**src/rtl/result_display_stage_pkg.sv**
```systemverilog
// Shared glyph codes, active-low segment constants and the result-to-glyph
// conversion used by the result display stage.
package result_display_stage_pkg;

    typedef logic [3:0] glyph_t;

    localparam glyph_t GLYPH_BLANK = 4'd10;
    localparam glyph_t GLYPH_MINUS = 4'd11;
    localparam glyph_t GLYPH_E     = 4'd12;

    // Segment order {g,f,e,d,c,b,a}; a 0 lights the segment.
    localparam logic [6:0] SEG_0     = 7'h40;
    localparam logic [6:0] SEG_1     = 7'h79;
    localparam logic [6:0] SEG_2     = 7'h24;
    localparam logic [6:0] SEG_3     = 7'h30;
    localparam logic [6:0] SEG_4     = 7'h19;
    localparam logic [6:0] SEG_5     = 7'h12;
    localparam logic [6:0] SEG_6     = 7'h02;
    localparam logic [6:0] SEG_7     = 7'h78;
    localparam logic [6:0] SEG_8     = 7'h00;
    localparam logic [6:0] SEG_9     = 7'h10;
    localparam logic [6:0] SEG_BLANK = 7'h7F;
    localparam logic [6:0] SEG_MINUS = 7'h3F;
    localparam logic [6:0] SEG_E     = 7'h06;

    typedef struct packed {
        glyph_t d3;
        glyph_t d2;
        glyph_t d1;
        glyph_t d0;
    } frame_t;

    function automatic frame_t build_frame(input logic [3:0] sum, input logic cout,
                                           input logic ovf, input logic sub);
        frame_t     f;
        logic [4:0] v;
        logic [3:0] mag;
        f.d3 = GLYPH_BLANK;
        f.d2 = GLYPH_BLANK;
        f.d1 = GLYPH_BLANK;
        f.d0 = GLYPH_BLANK;
        v    = {cout, sum};
        mag  = sum[3] ? (~sum + 4'd1) : sum;
        if (sub) begin
            // Negating 4'b1000 wraps back to 4'b1000, which reads as magnitude 8.
            f.d0 = mag;
            f.d1 = sum[3] ? GLYPH_MINUS : GLYPH_BLANK;
            f.d3 = ovf ? GLYPH_E : GLYPH_BLANK;
        end else if (v >= 5'd30) begin
            f.d1 = 4'd3;
            f.d0 = 4'(v - 5'd30);
        end else if (v >= 5'd20) begin
            f.d1 = 4'd2;
            f.d0 = 4'(v - 5'd20);
        end else if (v >= 5'd10) begin
            f.d1 = 4'd1;
            f.d0 = 4'(v - 5'd10);
        end else begin
            f.d0 = v[3:0];
        end
        return f;
    endfunction

endpackage

```
**src/rtl/result_display_stage_seg7_decode.sv**
```systemverilog
// Combinational glyph code to active-low 7-segment pattern; unknown codes
// render as blank.
module seg7_decode
    import result_display_stage_pkg::*;
(
    input  logic [3:0] glyph,
    output logic [6:0] seg
);

    always_comb begin
        seg = SEG_BLANK;
        case (glyph)
            4'd0:        seg = SEG_0;
            4'd1:        seg = SEG_1;
            4'd2:        seg = SEG_2;
            4'd3:        seg = SEG_3;
            4'd4:        seg = SEG_4;
            4'd5:        seg = SEG_5;
            4'd6:        seg = SEG_6;
            4'd7:        seg = SEG_7;
            4'd8:        seg = SEG_8;
            4'd9:        seg = SEG_9;
            GLYPH_MINUS: seg = SEG_MINUS;
            GLYPH_E:     seg = SEG_E;
            default:     seg = SEG_BLANK;
        endcase
    end

endmodule

```
**src/rtl/result_display_stage.sv**
```systemverilog
// Latches adder/subtractor results, converts them to decimal glyphs and scans
// a 4-digit common-anode display. Define OVF_BLINK_EN to blink on overflow.
module result_display_stage
    import result_display_stage_pkg::*;
#(
    parameter int SCAN_DIV = 100_000
`ifdef OVF_BLINK_EN
    , parameter int BLINK_DIV = 25_000_000
`endif
) (
    input  logic       clk,
    input  logic       rst,
    input  logic [3:0] Sum,
    input  logic       Add_Cout,
    input  logic       Overflow,
    input  logic       Add_Sub,
    input  logic       capture,
    output logic [6:0] seg,
    output logic [3:0] an,
    output logic       disp_valid
);

    localparam int SCAN_W = $clog2(SCAN_DIV);

    logic [3:0]        cap_sum;
    logic              cap_cout;
    logic              cap_ovf;
    logic              cap_sub;
    frame_t            glyphs;
    logic              ovf_shown;
    logic              active;
    logic [SCAN_W-1:0] scan_cnt;
    logic [1:0]        scan_idx;
    logic              blink_off;
    glyph_t            cur_glyph;
    logic [6:0]        cur_seg;

    always_ff @(posedge clk) begin
        if (rst) begin
            cap_sum    <= 4'd0;
            cap_cout   <= 1'b0;
            cap_ovf    <= 1'b0;
            cap_sub    <= 1'b0;
            disp_valid <= 1'b0;
        end else if (capture) begin
            cap_sum    <= Sum;
            cap_cout   <= Add_Cout;
            cap_ovf    <= Overflow;
            cap_sub    <= Add_Sub;
            disp_valid <= 1'b1;
        end
    end

    // Whole frame is re-registered together so the scan never mixes digits
    // from two different results.
    always_ff @(posedge clk) begin
        if (rst) begin
            glyphs    <= build_frame(4'd0, 1'b0, 1'b0, 1'b0);
            ovf_shown <= 1'b0;
        end else begin
            glyphs    <= build_frame(cap_sum, cap_cout, cap_ovf, cap_sub);
            ovf_shown <= cap_ovf & cap_sub;
        end
    end

    // The scan holds still on the release edge so digit 0 gets a full slot.
    always_ff @(posedge clk) begin
        if (rst) begin
            active   <= 1'b0;
            scan_cnt <= '0;
            scan_idx <= 2'd0;
        end else begin
            active <= 1'b1;
            if (active) begin
                if (scan_cnt == SCAN_W'(SCAN_DIV - 1)) begin
                    scan_cnt <= '0;
                    scan_idx <= scan_idx + 2'd1;
                end else begin
                    scan_cnt <= scan_cnt + 1'b1;
                end
            end
        end
    end

`ifdef OVF_BLINK_EN
    localparam int BLINK_W = $clog2(BLINK_DIV);

    logic [BLINK_W-1:0] blink_cnt;
    logic               blink_phase;

    always_ff @(posedge clk) begin
        if (rst || capture) begin
            blink_cnt   <= '0;
            blink_phase <= 1'b0;
        end else if (blink_cnt == BLINK_W'(BLINK_DIV - 1)) begin
            blink_cnt   <= '0;
            blink_phase <= ~blink_phase;
        end else begin
            blink_cnt <= blink_cnt + 1'b1;
        end
    end

    assign blink_off = blink_phase & ovf_shown;
`else
    assign blink_off = 1'b0;
`endif

    always_comb begin
        cur_glyph = glyphs.d0;
        case (scan_idx)
            2'd0: cur_glyph = glyphs.d0;
            2'd1: cur_glyph = glyphs.d1;
            2'd2: cur_glyph = glyphs.d2;
            2'd3: cur_glyph = glyphs.d3;
            default: cur_glyph = glyphs.d0;
        endcase
    end

    seg7_decode u_decode (
        .glyph(cur_glyph),
        .seg  (cur_seg)
    );

    // Blank glyphs still drive their anode so every digit gets equal on-time.
    always_comb begin
        seg = SEG_BLANK;
        an  = 4'hF;
        if (active) begin
            seg = cur_seg;
            if (!blink_off) begin
                an = ~(4'b0001 << scan_idx);
            end
        end
    end

endmodule

```
**config.mk**
```make
export PLATFORM = sky130hd
export DESIGN_NAME = result_display_stage
export DESIGN_NICKNAME = d
export VERILOG_FILES = /design/src/rtl/result_display_stage_pkg.sv /design/src/rtl/result_display_stage_seg7_decode.sv /design/src/rtl/result_display_stage.sv
export SDC_FILE = /design/constraint.sdc
export NUM_CORES = 1
export LEC_CHECK = 0
export ABC_AREA = 0
export CAP_MARGIN = 20
export CORE_ASPECT_RATIO = 0.8
export CORE_MARGIN = 3
export CORE_UTILIZATION = 61
export DETAILED_ROUTE_END_ITERATION = 8
export PLACE_DENSITY = 0.85
export SETUP_SLACK_MARGIN = 0.05
export SLEW_MARGIN = 20
export SYNTH_ARGS = -nofsm -noshare
export SYNTH_HDL_FRONTEND = slang
export SYNTH_SLANG_ARGS = --single-unit
export TNS_END_PERCENT = 1
```
**constraint.sdc**
```tcl
create_clock -name clk -period 4.3 [get_ports clk]
set_clock_uncertainty 0.15 [all_clocks]
set_input_delay 0.645 -clock clk [delete_from_list [all_inputs] [get_ports clk]]
set_output_delay 0.645 -clock clk [all_outputs]
set_load 0.03 [all_outputs]
```
Word level (Yosys, flattened, before mapping)
Memory sizes are Yosys's and may differ from the RTL's.
Index checks and enable logic that the tools add are counted.

storage, ports and cells
  flip-flop bits (word level) = 44
  ROM bits = 112
  input bits = 10
  memories kept = 1

memory list
  name              depth  bits a word  rd ports  clocked after Yosys merged registers in  wr ports  RTL line                                RTL
  (name not given)  16     7            1         0                                        0         result_display_stage_seg7_decode.sv:12  case (glyph)

operators by class
  add/sub/neg operators = 6
  reductions and logical operators = 3
  equality and inequality tests = 4
  muxes and demuxes = 13
  $lt $le $gt $ge = 3
  bitwise logic cells = 3
  shift-type cells = 1

operators with widths
  operator                                                                             count
  8-bit two-way mux                                                                    3
  17-bit by 1-bit adder with 17-bit output, second input constant                      1
  17-bit equality test, second input constant                                          1
  17-bit two-way mux                                                                   1
  4-bit two-way mux                                                                    4
  4-bit one-hot mux with 4 select lines                                                1
  5-bit greater-or-equal comparator, second input constant                             2
  4-bit NOT                                                                            2
  4-bit subtractor, second input constant                                              2
  7-bit two-way mux                                                                    1
  5-bit by 4-bit greater-or-equal comparator with 1-bit output, second input constant  1
  4-bit by 1-bit adder with 4-bit output, second input constant                        1
  2-bit equality test, second input constant                                           2
  1-bit by 2-bit left shift with 4-bit output, first input constant                    1
  4-bit by 3-bit subtractor with 4-bit output, second input constant                   1
  3-bit two-way mux                                                                    1
  2-bit by 1-bit adder with 2-bit output, second input constant                        1
  2-bit by 1-bit equality test with 1-bit output, second input constant                1
  2-bit logical NOT                                                                    1
  1-bit two-way mux                                                                    2
  2-bit AND reduction                                                                  1
  2-bit OR reduction                                                                   1
  1-bit NOT                                                                            1

Depth between registers and ports, before layout
  depth after elaboration = 5
  mapped depth = 9

Hierarchy
A second synthesis with hierarchy kept.

unflattened totals
  cells, all modules = 255
  area, all modules = 2189.6 µm²

by module, submodules not included
  module                cells each  sequential area each (µm²)  times used  area each (µm²)
  result_display_stage  221         740.7                       1           1943.1
  seg7_decode           34          0.0                         1           246.5

Worst setup path after synthesis
No wires, ideal clock.

  path type = reg2out
  start point = register scan_idx[0]
  end point = output seg[4]
  required time = 3505 ps
  arrival time = 2644 ps
  slack = 861 ps
  stages on the path, launching flop included = 8
  cells stage by stage = dfxtp_1 > inv_1 > ha_1 > o21ai_0 > inv_1 > ha_1 > and2_1 > o311ai_0

between the ends
  word-level cells in the longest chain between the ends = 4
  elaborated cells between the ends (all ways) = 7

RTL lines
  item                                               RTL line                     RTL
  start: declaration                                 result_display_stage.sv:33   logic [1:0] scan_idx;
  start signal: assignment                           result_display_stage.sv:77   scan_idx <= scan_idx + 2'd1;
  2-bit equality test, or another cell as far along  result_display_stage.sv:110  case (scan_idx)
  4-bit one-hot mux with 4 select lines (*)          result_display_stage.sv:110
  memory 16 x 7 bit (*)                              --
  7-bit two-way mux (*)                              result_display_stage.sv:128  if (active) begin
  end: declaration                                   result_display_stage.sv:18   output logic [6:0] seg,

Mark *: on every way between the ends. The rest lies on a longest branch, timed or not.

Final worst setup path
  start point = register scan_idx[0]
  end point = output seg[3]

The elaborated chain is that of the path after synthesis.

==> impl_metrics.csv <==
group,metric,value,unit
drt,ant_nets,0,
finish,drive_gt1_frac,0.0399,
grt,use_met3,0.0661,
min_path,hp-class,"flop to flop",
grt,grt_pass1_wl,7700,um
clock_network,clkTransAtPathRegs,60,ps
min_path,hp-start,"disp_valid$_SDFFE_PP0P_",
timing,period_needed,3960,ps
timing,relSlewSlack,0.568,
finish,instances_no_fill,316,
logic_synthesis,synth_flop_cell,"dfxtp_1",
clock_network,h-tree-depth,2,
outcome,outcome,"completed",
drt,avgViaCountPerCell,5.95,
critical_path,crit_path_end_kind,"primary output",
power_and_ir_drop,vdd_drop_max,0.274,mV
flow_run,cap_violations,0,
finish,nNetsFinal,306,
drt,drt-wirelength-per-cell,14.5,um
grt,grt_busiest_layer,"met2",
finish,regArea,741,um^2
placed_design,dp_hpwl,3250,um
finish,layout_commonest_cell,"dfxtp_1",
timing,setup-tns-final,0,ps
drt,num_vias,1880,
floorplan,chipHeight,59.4,um
drt,dr.pass1.iters,4,
logic_synthesis,syn_nets,290,
timing,setup_viol,0,
finish,most-common-layout-cells,"dfxtp_1 (37), nor2_1 (35), nand2_1 (22)",
logic_synthesis,netlist_instances,260,
grt,grt.total_usage,0.228,
critical_path,worstPathMaxFanout,8,
critical_path,cp_num_buf_inv,3,
floorplan,io_pins,22,
grt,grtUsageMet1,0.325,
critical_path,slowest_delay,700,ps
floorplan,start_util,0.669,
logic_synthesis,ys_ff_latch,37,
finish,area_delta_synth_final,13.7,%
placed_design,preCtsSetupSlack,643,ps
placed_design,place_congestion,0.912,
drt,drt-initial-drc-count,134,
critical_path,cp-start-kind,"flop",
floorplan,core-area,0.00324,mm^2
logic_synthesis,syn-cell-area,0.00217,mm^2
clock_network,insertion_delay,290,ps
timing,worstMarginPinSlew,646,ps
critical_path,crit_type,"flop to primary output",
critical_path,startpoint,"scan_idx[0]$_SDFFE_PP0P_",
clock_network,cts_sinks,37,
grt,gr-total-overflow,0,
logic_synthesis,synthArstFlopShare,0,
timing,rsz0062_at_grt,"no",
grt,grt_max_degree,18,
floorplan,die_area,0.00431,mm^2
placed_design,dp.cells,309,
logic_synthesis,synth.avg_cell_area,8.35,um^2
floorplan,num_rows,18,
clock_network,clock_path_buffers,2,
grt,antenna_found_initial,0,
timing,finalCritPeriodShare,0.922,
clock_network,root_buffer,"clkbuf_8",
finish,diodes,0,
logic_synthesis,ys_seq_area_frac,0.341,
critical_path,cp.arrival,3170,ps
logic_synthesis,ys_warn_count,0,
timing,hold_viol,0,
finish,multiInputGateArea,0.00133,mm^2
critical_path,slowest_stage,"clkdlybuf4s50_1",
power_and_ir_drop,powerDensity,298,mW/mm^2
logic_synthesis,synth-edff-count,0,
power_and_ir_drop,p_leak,0.000959,uW
placed_design,portBuffers,21,
clock_network,cts_buffers,5,
critical_path,cp_top_family,"buffers and inverters",
finish,fill_cells,256,
drt,drt-total-wl,4570,um
critical_path,r2r-start,"scan_cnt[5]$_SDFFE_PP0P_",
grt,grt_use_met2,0.352,
clock_network,cts_tree,"built",
clock_network,cts_setup_buffers,0,
timing,fmax,0.252,GHz
drt,drc_errors,0,
logic_synthesis,synth.distinct_cells,41,
power_and_ir_drop,finalPower,737,uW
critical_path,cp_cell_sequence,"inv_1 > ha_1 > o21ai_0 > inv_1 > ha_1 > a21oi_1 > a221oi_1 > o21ai_0 > clkdlybuf4s50_1",
grt,grt_pass1_vias,1666,
floorplan,fp.dieW,72.7,um
timing,finalMaxSlewViolations,0,
timing,setup_ws,337,ps
critical_path,cp.required,3500,ps
flip-flops by register name, indices dropped and copies added (netlist names):
signal	count
scan_cnt	17
cap_sum	4
active	1
cap_cout	1
glyphs	9
disp_valid	1
cap_ovf	1
scan_idx	2
cap_sub	1
worst paths after layout:
kind / endpoint / slack, ps / depth (start not counted)
worst max-delay path: seg[3] / 340 / 9
worst min-delay path: disp_valid$_SDFFE_PP0P_ / 320 / 2
worst max register to register: scan_cnt[16]$_SDFFE_PP0P_ / 2060 / 4
worst min register to register: disp_valid$_SDFFE_PP0P_ / 320 / 2
area by class of cell:
class                           instances  share of cell area
Tap cell                               40              0.0203
Clock buffer                            7              0.0350
Multi-Input combinational cell        198               0.540
Timing Repair Buffer                   21              0.0851
Sequential cell                        37               0.300
Inverter                               13              0.0198
per-stage QoR:
stage	hold WS [ps]	utilization	instance area, um^2
CTS	321	0.760	2460
detailed placement	308	0.733	2380
global route	371	0.761	2470
global placement	299	0.733	2380
floorplan	302	-	2170
finish	319	0.761	2470
report_power, final:
group	total, uW	internal [uW]	switching, uW
sequential	370	355	14.7
clock	238	127	111
combinational	129	57.0	71.6
total	737	539	198
worst register-to-register path: cells and delay by family (launching register included):
family / cells / cell delay [ps]
simple gates: 3 / 1210
flops: 1 / 350
compound gates: 1 / 400
metal layers:
metal  part of all wire  up-vias
met3              0.066        4
li1                   -      939
met4             0.0026        0
met5                  0        -
met2               0.45       67
met1               0.48      870
what timing repair did:
item,in CTS,in global routing
hold buffers,0,0
gates resized for setup,0,1
setup endpoints to repair,0,1
cells by family after synthesis:
kind of cell	after synthesis	synth area share
xor gates and xnor gates	18	0.0726
muxes	9	0.0415
and+or+nand+nor	110	0.252
DFF	37	0.341
adders and majority gates	20	0.115
AOI/OAI and AO/OA	41	0.131
buffers and inverters	25	0.0467
Yosys cell counts (all sizes together) (4+ instances only):
cell    instances  area (um^2)
dfxtp          37          741
nor2           35          131
nand2          22         82.6
ha             20          250
inv            13         48.8
o21ai          13         76.3
xnor2          13          114
clkbuf         11         41.3
mux2i           9         90.1
nand4           9         56.3
a21oi           8         40.0
nor4            8         50.1
nand3           7         35.0
nor3            6         30.0
and3            5         31.3
xor2            5         43.8
nand2b          4         25.0
Power figures use the tool's default switching activity.
